===== src/rtl/int_commit_arbiter.sv =====
`default_nettype none
// ============================================================================
//  Module   : int_commit_arbiter
//  Purpose  : Merges four integer-pipe commit streams onto two registered
//             writeback slots; MISC has fixed priority, ALU0/ALU1/MDU share
//             the remaining slots round-robin.
//  Revision : 1.0 - initial release
// ============================================================================
module int_commit_arbiter #(
  parameter int PAYLOAD_W = 64,
  parameter int CNT_W     = 32
) (
  input  logic                      clk,
  input  logic                      rst,
  input  logic                      flush_i,
  input  logic                      stall_i,
  input  logic [3:0]                src_valid_i,
  input  logic [3:0][PAYLOAD_W-1:0] src_payload_i,
  output logic [3:0]                src_ready_o,
  output logic [1:0]                wb_valid_o,
  output logic [1:0][PAYLOAD_W-1:0] wb_payload_o,
  output logic [1:0][1:0]           wb_src_o,
  output logic [CNT_W-1:0]          conflict_cnt_o
);

  localparam logic [1:0] RR_FIRST = 2'd1;

  logic [1:0]                rr;
  logic [1:0]                rr_next;
  logic [1:0]                scan_src;
  logic                      grant_en;
  logic                      conflict;
  logic [1:0]                slot_vld;
  logic [1:0][1:0]           slot_src;
  logic [1:0][PAYLOAD_W-1:0] slot_pay;

  // Round-robin successor within the shared pool {1,2,3}.
  function automatic logic [1:0] next_shared(input logic [1:0] s);
    return (s == 2'd3) ? 2'd1 : s + 2'd1;
  endfunction

  assign grant_en = ~rst & ~flush_i & ~stall_i;

  always_comb begin
    src_ready_o = '0;
    slot_vld    = '0;
    slot_src    = '0;
    rr_next     = rr;
    scan_src    = rr;
    if (grant_en) begin
      if (src_valid_i[0]) begin
        src_ready_o[0] = 1'b1;
        slot_vld[0]    = 1'b1;
      end
      for (int k = 0; k < 3; k++) begin
        if (src_valid_i[scan_src] && !slot_vld[1]) begin
          src_ready_o[scan_src] = 1'b1;
          if (!slot_vld[0]) begin
            slot_vld[0] = 1'b1;
            slot_src[0] = scan_src;
          end else begin
            slot_vld[1] = 1'b1;
            slot_src[1] = scan_src;
          end
          rr_next = next_shared(scan_src);
        end
        scan_src = next_shared(scan_src);
      end
    end
  end

  generate
    for (genvar i = 0; i < 2; i++) begin : g_slot_mux
      assign slot_pay[i] = src_payload_i[slot_src[i]];
    end
  endgenerate

  // Stall-blocked sources count as conflicts; flush cycles never do.
  assign conflict = ~flush_i & (|(src_valid_i & ~src_ready_o));

  always_ff @(posedge clk) begin
    if (rst) begin
      wb_valid_o     <= '0;
      wb_payload_o   <= '0;
      wb_src_o       <= '0;
      rr             <= RR_FIRST;
      conflict_cnt_o <= '0;
    end else begin
      if (conflict && (conflict_cnt_o != '1)) begin
        conflict_cnt_o <= conflict_cnt_o + CNT_W'(1);
      end
      if (flush_i) begin
        wb_valid_o <= '0;
      end else if (!stall_i) begin
        wb_valid_o <= slot_vld;
        rr         <= rr_next;
        for (int i = 0; i < 2; i++) begin
          if (slot_vld[i]) begin
            wb_payload_o[i] <= slot_pay[i];
            wb_src_o[i]     <= slot_src[i];
          end
        end
      end
    end
  end

endmodule
`default_nettype wire


===== config.mk =====
export PLATFORM = sky130hd
export DESIGN_NAME = int_commit_arbiter
export DESIGN_NICKNAME = d
export VERILOG_FILES = /design/src/rtl/int_commit_arbiter.sv
export SDC_FILE = /design/constraint.sdc
export NUM_CORES = 1
export LEC_CHECK = 0
export BUFFER_PORTS_ARGS = -buffer_cell sky130_fd_sc_hd__buf_2
export CAP_MARGIN = 10
export CORE_AREA = 2 2 167 169
export CTS_CLUSTER_SIZE = 28
export DETAILED_ROUTE_END_ITERATION = 10
export DIE_AREA = 0 0 169 171
export PLACE_DENSITY_LB_ADDON = 0.2
export SLEW_MARGIN = 20
export SYNTH_ARGS = -nofsm -noshare
export SYNTH_HDL_FRONTEND = slang
export SYNTH_SLANG_ARGS = --single-unit

===== constraint.sdc =====
create_clock -name clk -period 5.2 [get_ports clk]
set_clock_uncertainty 0.1 [all_clocks]
set_input_delay 0.26 -clock clk [delete_from_list [all_inputs] [get_ports clk]]
set_output_delay 0.26 -clock clk [all_outputs]
set_load 0.05 [all_outputs]

==> results.json, run 1 <==
{
  "ys.flop_type": "dfxtp_1",
  "area_growth_syn_to_layout_pct": 27.14,
  "power_density_mw_per_mm2": 277.7,
  "final_net_count": 2059,
  "min_path_type": "in -> reg",
  "p_leak_uw": 0.005957,
  "rr_endpoint": "wb_payload_o[117]",
  "min_path_cells": 3,
  "r2r_slack_ns": 0.85,
  "syn_inst": 1439,
  "vias_per_cell": 5.517,
  "portBuffers": 433,
  "rows": 61,
  "placed_cell_area_mm2": 0.01279,
  "postRouteAntennaNets": 0,
  "reg2reg_depth": 11,
  "drive_above_1_share_pct": 28.10,
  "r2r_start": "rr[0]",
  "slew_violations": 0,
  "numCtsBuffers": 17,
  "antenna_found_initial": 8,
  "setup_tns_ns": 0,
  "hold_viol": 0,
  "root_buffer": "clkbuf_16",
  "end_kind": "flip-flop",
  "die_h_um": 171,
  "required_ns": 5.37,
  "cp_data_arrival_time_ns": 4.52,
  "die_w_um": 169,
  "worstSetupStartpointType": "flip-flop",
  "grt_pass1_wl_um": 60280,
  "fillCellCount": 2767,
  "grt-ovfl-total": 0,
  "ys_ff_latch": 168,
  "power_uw": 3730,
  "clock_path_buffers": 2,
  "cp_max_fo": 27,
  "met1_usage_pct": 32.56,
  "start_util_pct": 38.67,
  "core_mm2": 0.02732,
  "pin_count": 434,
  "max_freq_mhz": 229.9,
  "whs_ns": 0.04481,
  "synth_area_mm2": 0.01057,
  "multi_input_comb_area_mm2": 0.006565,
  "top_usage_layer": "met2",
  "yosysWarnings": 0,
  "synth_edf_count": 0,
  "drtIter0Drc": 736,
  "worstHoldStart": "src_payload_i[113]",
  "grt_max_degree": 130,
  "track_usage_pct": 26.12,
  "drt-total-wl_um": 39350,
  "fin_crit_sh_pct": 83.64,
  "dieArea_mm2": 0.02890,
  "hold-path-endpoint": "wb_payload_o[113]",
  "via_count": 11860,
  "grt_pass1_vias": 11060,
  "grt_setup_unrepaired": "false",
  "fin_area_mm2": 0.01343,
  "finalSetupViolCount": 0,
  "finalCriticalPeriod_ns": 4.349,
  "avgRoutedWirePerCell_um": 18.30,
  "hpwlAfterDp_um": 27010,
  "regArea_mm2": 0.003363,
  "use_met3_pct": 6.847,
  "async_flop_share_pct": 0,
  "peakVddDrop_uv": 164.2,
  "slew_headroom_pct": 45.93,
  "synth_cell_type_count": 55,
  "status": "complete, no violations",
  "synth_fp_nets": 1710,
  "ys_seq_area_share_pct": 31.83,
  "worstMarginPinSlew_ns": 0.8111,
  "clock_latency_ns": 0.44,
  "use_met2_pct": 43.85,
  "cts_sinks": 168,
  "post_cts_buffers": 0,
  "h-tree-depth": 4,
  "clk_pin_slew_ns": 0.09,
  "gp_congestion": 0.8592,
  "firstDrtPassIters": 5,
  "worstSetupPathType": "reg -> reg",
  "cap_viol_max_count": 0,
  "syn_avg_cell_area_um2": 7.342,
  "drc_errors": 0,
  "cts_tree": "yes"
}
-- Yosys cell counts (3+ instances only) --
library cell  number  area, um2
and3_1            13      81.33
or3_1             18      112.6
dfxtp_1          168       3363
nor3b_1            3      22.52
clkbuf_1          64      240.2
nor2_1           232      870.8
ha_1               7      87.58
buf_1              9      33.78
nor4_1            26      162.7
mux2i_1           90      900.9
o21ai_0           96      480.5
nor3_1             3      15.01
nand3_1           75      375.4
nand2_1          194      728.2
buf_2             17      85.08
o31ai_1           16      120.1
a211oi_1          51      382.9
nor2b_1           49      306.5
buf_4             28      210.2
buf_6              9      101.4
o21ai_1           56      280.3
a21oi_1           41      205.2
mux2_2             3      33.78
or4_1             13      97.59
inv_1              9      33.78
nand3b_1          65      488.0
o221ai_1          41      359.1
a31oi_1            3      18.77
nand2b_1           6      37.54
-- critical path: stages (launching register included) --
cell and delay [ns]:
dfxtp_1 0.62, inv_1 0.21, ha_1 0.33, buf_4 0.20
mux4_2 0.43, or2_1 0.40, a21oi_1 0.36, a31oi_1 0.17
nand2b_2 0.58, buf_4 0.42, a211oi_1 0.26, nor4_1 0.09
-- logic make-up (layout without fill, tap and decap cells) --
kind of cell,Yosys count,in the layout,share of synthesized area [%]
compound gates,323,323,19.23
xor+xnor,3,3,0.2487
fa+ha+maj,7,7,0.8290
buf+inv,136,498,6.667
flops,168,168,31.83
mux,96,96,9.415
other cells,0,3,0
simple gates,706,706,31.77
-- cell usage in the layout, fill, tap and decap left out, drive strengths merged, types with 3 or more instances in the layout --
cell and count:
or3 18, nand2b 6, nor3b 3, a21oi 42
or4 13, buf 455, ha 7, mux2 4
or2 3, nor3 3, o21ai 153, clkbuf 17
o31ai 16, dfxtp 168, inv 15, nor2b 49
nand2 195, nor4 26, clkinv 7, diode 3
a31oi 3, nand3b 65, mux2i 90, nand3 75
nor2 232, and3 13, a211oi 53, o221ai 41
-- report_power, final --
part / internal, uW / switching, uW
registers: 1370 / 47.7
logic: 305 / 666
clock network: 694 / 650
total: 2370 / 1360
-- flip-flops by register name, indices dropped and copies added (netlist names) --
register	flops
wb_payload_o	128
rr	2
conflict_cnt_o	32
wb_valid_o	2
wb_src_o	4
-- metrics by stage --
step | util (%) | setup slack [ns] | cells
after floorplan | - | 1.885 | 1439
after global placement | 46.82 | 1.120 | 2113
after detailed placement | 46.82 | 0.9395 | 2113
after CTS | 49.13 | 0.9289 | 2147
after global routing | 49.16 | 0.6353 | 2150
final | 49.16 | 0.8507 | 2150
-- area by class of cell --
class / instances / area share, %
Multi-Input combinational cell: 1135 / 48.87
Sequential cell: 168 / 25.04
Timing Repair Buffer: 457 / 18.00
Tap cell: 346 / 3.223
Clock buffer: 17 / 3.167
Clock inverter: 15 / 1.397
Inverter: 9 / 0.2515
Antenna cell: 3 / 0.05589
-- per-layer routing --
metal  vias up  part of all wire [%]
met5         -                  0.16
met4        10                   2.9
met3        83                   7.3
met2       422                    47
met1      5536                    43
li1       5810                     -
-- timing repair --
action | 4_1_cts | 5_1_grt
endpoints found under the hold margin | 2 | 0
gates resized for setup | 0 | 0
hold buffers | 2 | 0
-- worst max path at each step --
stage / to / slack, ns / from / cells past startpoint
final: wb_payload_o[117] / 0.85 / rr[0] / 11
after global routing: wb_payload_o[117] / 0.64 / rr[0] / 11
after CTS: wb_payload_o[117] / 0.93 / rr[0] / 11
after detailed placement: wb_payload_o[117] / 0.94 / rr[0] / 11
after global placement: wb_payload_o[66] / 1.12 / rr[0] / 11
after floorplan: conflict_cnt_o[1] / 1.89 / rr[1] / 15
(Power assumes the default switching activity.)
==> run 2, diff against run 1 <==
- CORE_AREA: 2 2 167 169 -> unset
- CORE_ASPECT_RATIO: unset -> 0.6
- CORE_UTILIZATION: unset -> 45
- DIE_AREA: 0 0 169 171 -> unset
- clock period: 5.2 -> 3.6 ns (I/O delays scaled with it)
==> results.json, run 2 (synthesis results as in run 1) <==
{
  "top_regs": "wb_payload_o x128, conflict_cnt_o x32, wb_src_o x4",
  "drtIter0Drc": 1193,
  "cts_tree": "yes",
  "fillCellCount": 1869,
  "grt-ovfl-total": 0,
  "h-tree-depth": 4,
  "setup_tns_ns": 0,
  "antenna_found_initial": 13,
  "multi_input_comb_area_mm2": 0.006571,
  "final_cell_mix": "buf_2 (432), nor2_1 (231), nand2_1 (194), dfxtp_1 (167), dlygate4sd3_1 (163)",
  "largest_reg_flops": 128,
  "start_util_pct": 45.77,
  "grt_setup_unrepaired": "false",
  "die_h_um": 120.7,
  "slew_violations": 0,
  "gp_congestion": 0.9271,
  "track_usage_pct": 35.00,
  "power_density_mw_per_mm2": 369.2,
  "final_net_count": 2252,
  "core_mm2": 0.02308,
  "area_growth_syn_to_layout_pct": 46.46,
  "dieArea_mm2": 0.02412,
  "peakVddDrop_uv": 304.3,
  "p_leak_uw": 0.006861,
  "worstSetupStartpointType": "flip-flop",
  "drt-total-wl_um": 44190,
  "min_path_type": "in -> reg",
  "drive_above_1_share_pct": 27.04,
  "pin_count": 434,
  "postRouteAntennaNets": 0,
  "vias_per_cell": 5.811,
  "end_kind": "flip-flop",
  "cp_max_fo": 8,
  "fin_util_pct": 67.04,
  "worstMarginPinSlew_ns": 0.8050,
  "fin_crit_sh_pct": 94.36,
  "clock_path_buffers": 2,
  "final_cells": 2317,
  "dp_cells": 2109,
  "worstSetupPathType": "reg -> reg",
  "status": "complete, no violations",
  "whs_ns": 0.02525,
  "cap_viol_max_count": 0,
  "die_w_um": 199.8,
  "portBuffers": 433,
  "numCtsBuffers": 17,
  "hpwlAfterDp_um": 29040,
  "finalSetupViolCount": 0,
  "grt_pass1_vias": 12210,
  "final_common_cell": "buf_2",
  "regArea_mm2": 0.003364,
  "avgRoutedWirePerCell_um": 19.07,
  "required_ns": 3.81,
  "rows": 43,
  "clk_pin_slew_ns": 0.07,
  "grt_max_degree": 94,
  "via_count": 13470,
  "hold_viol": 0,
  "clock_latency_ns": 0.44,
  "drc_errors": 0,
  "max_freq_mhz": 294.4,
  "finalCriticalPeriod_ns": 3.397,
  "top_register": "wb_payload_o",
  "cp_data_arrival_time_ns": 3.61,
  "root_buffer": "clkbuf_16",
  "cts_sinks": 168,
  "power_uw": 5713,
  "slew_headroom_pct": 46.33,
  "firstDrtPassIters": 8,
  "grt_pass1_wl_um": 66220
}
## run 2: per-layer routing
metal	track usage (%)	vias to the layer above	share of wire [%]
li1	-	6201	-
met1	45.49	6251	42
met2	52.78	830	44
met3	10.01	175	11
met4	17.37	8	4.2
met5	0	-	0.12
## run 2: final timing paths
kind | end | cells past startpoint | start | slack, ns
setup / recovery | wb_payload_o[105] | 12 | rr[0] | 0.20
hold / removal | wb_payload_o[98] | 3 | src_payload_i[226] | 0.03
setup reg to reg | wb_payload_o[105] | 12 | rr[0] | 0.20
hold reg to reg | wb_src_o[1] | 2 | wb_src_o[1] | 0.35
## run 2: cell type report
class	count	area share [%]
Sequential cell	168	21.74
Clock buffer	21	3.040
Inverter	9	0.2183
Tap cell	315	2.547
Multi-Input combinational cell	1135	42.47
Clock inverter	10	1.084
Antenna cell	9	0.1455
Timing Repair Buffer	650	28.75
## run 2: metrics by stage
step                      setup slack, ns  cell area (um2)
after global routing             0.008050            15470
final                              0.2031            15470
after detailed placement           0.1689            13110
after floorplan                    0.2850            10570
after global placement             0.2448            13110
after CTS                         0.03009            15380
## run 2: repair_timing
action | 4_1_cts | 5_1_grt
endpoints found under the hold margin | 43 | 0
resized for setup | 0 | 4
buffers inserted | 0 | 4
setup endpoints to repair | 0 | 63
hold buffers | 163 | 0
## run 2: critical path: stages (launching register included)
cell and delay, ns:
dfxtp_2 0.38, inv_1 0.08, buf_4 0.16, ha_1 0.27
mux2i_1 0.17, mux2_4 0.36, a2111oi_2 0.30, a211oi_1 0.12
a211oi_4 0.27, buf_12 0.18, mux2i_1 0.18, dlygate4sd3_1 0.58
o221ai_1 0.12
## run 2: where the power goes
part / leakage, uW / internal (uW) / switching [uW]
clock: 0.000298 / 1220 / 817
sequential: 0.00137 / 1980 / 68.3
combinational: 0.00519 / 594 / 1040
total: 0.00686 / 3790 / 1920
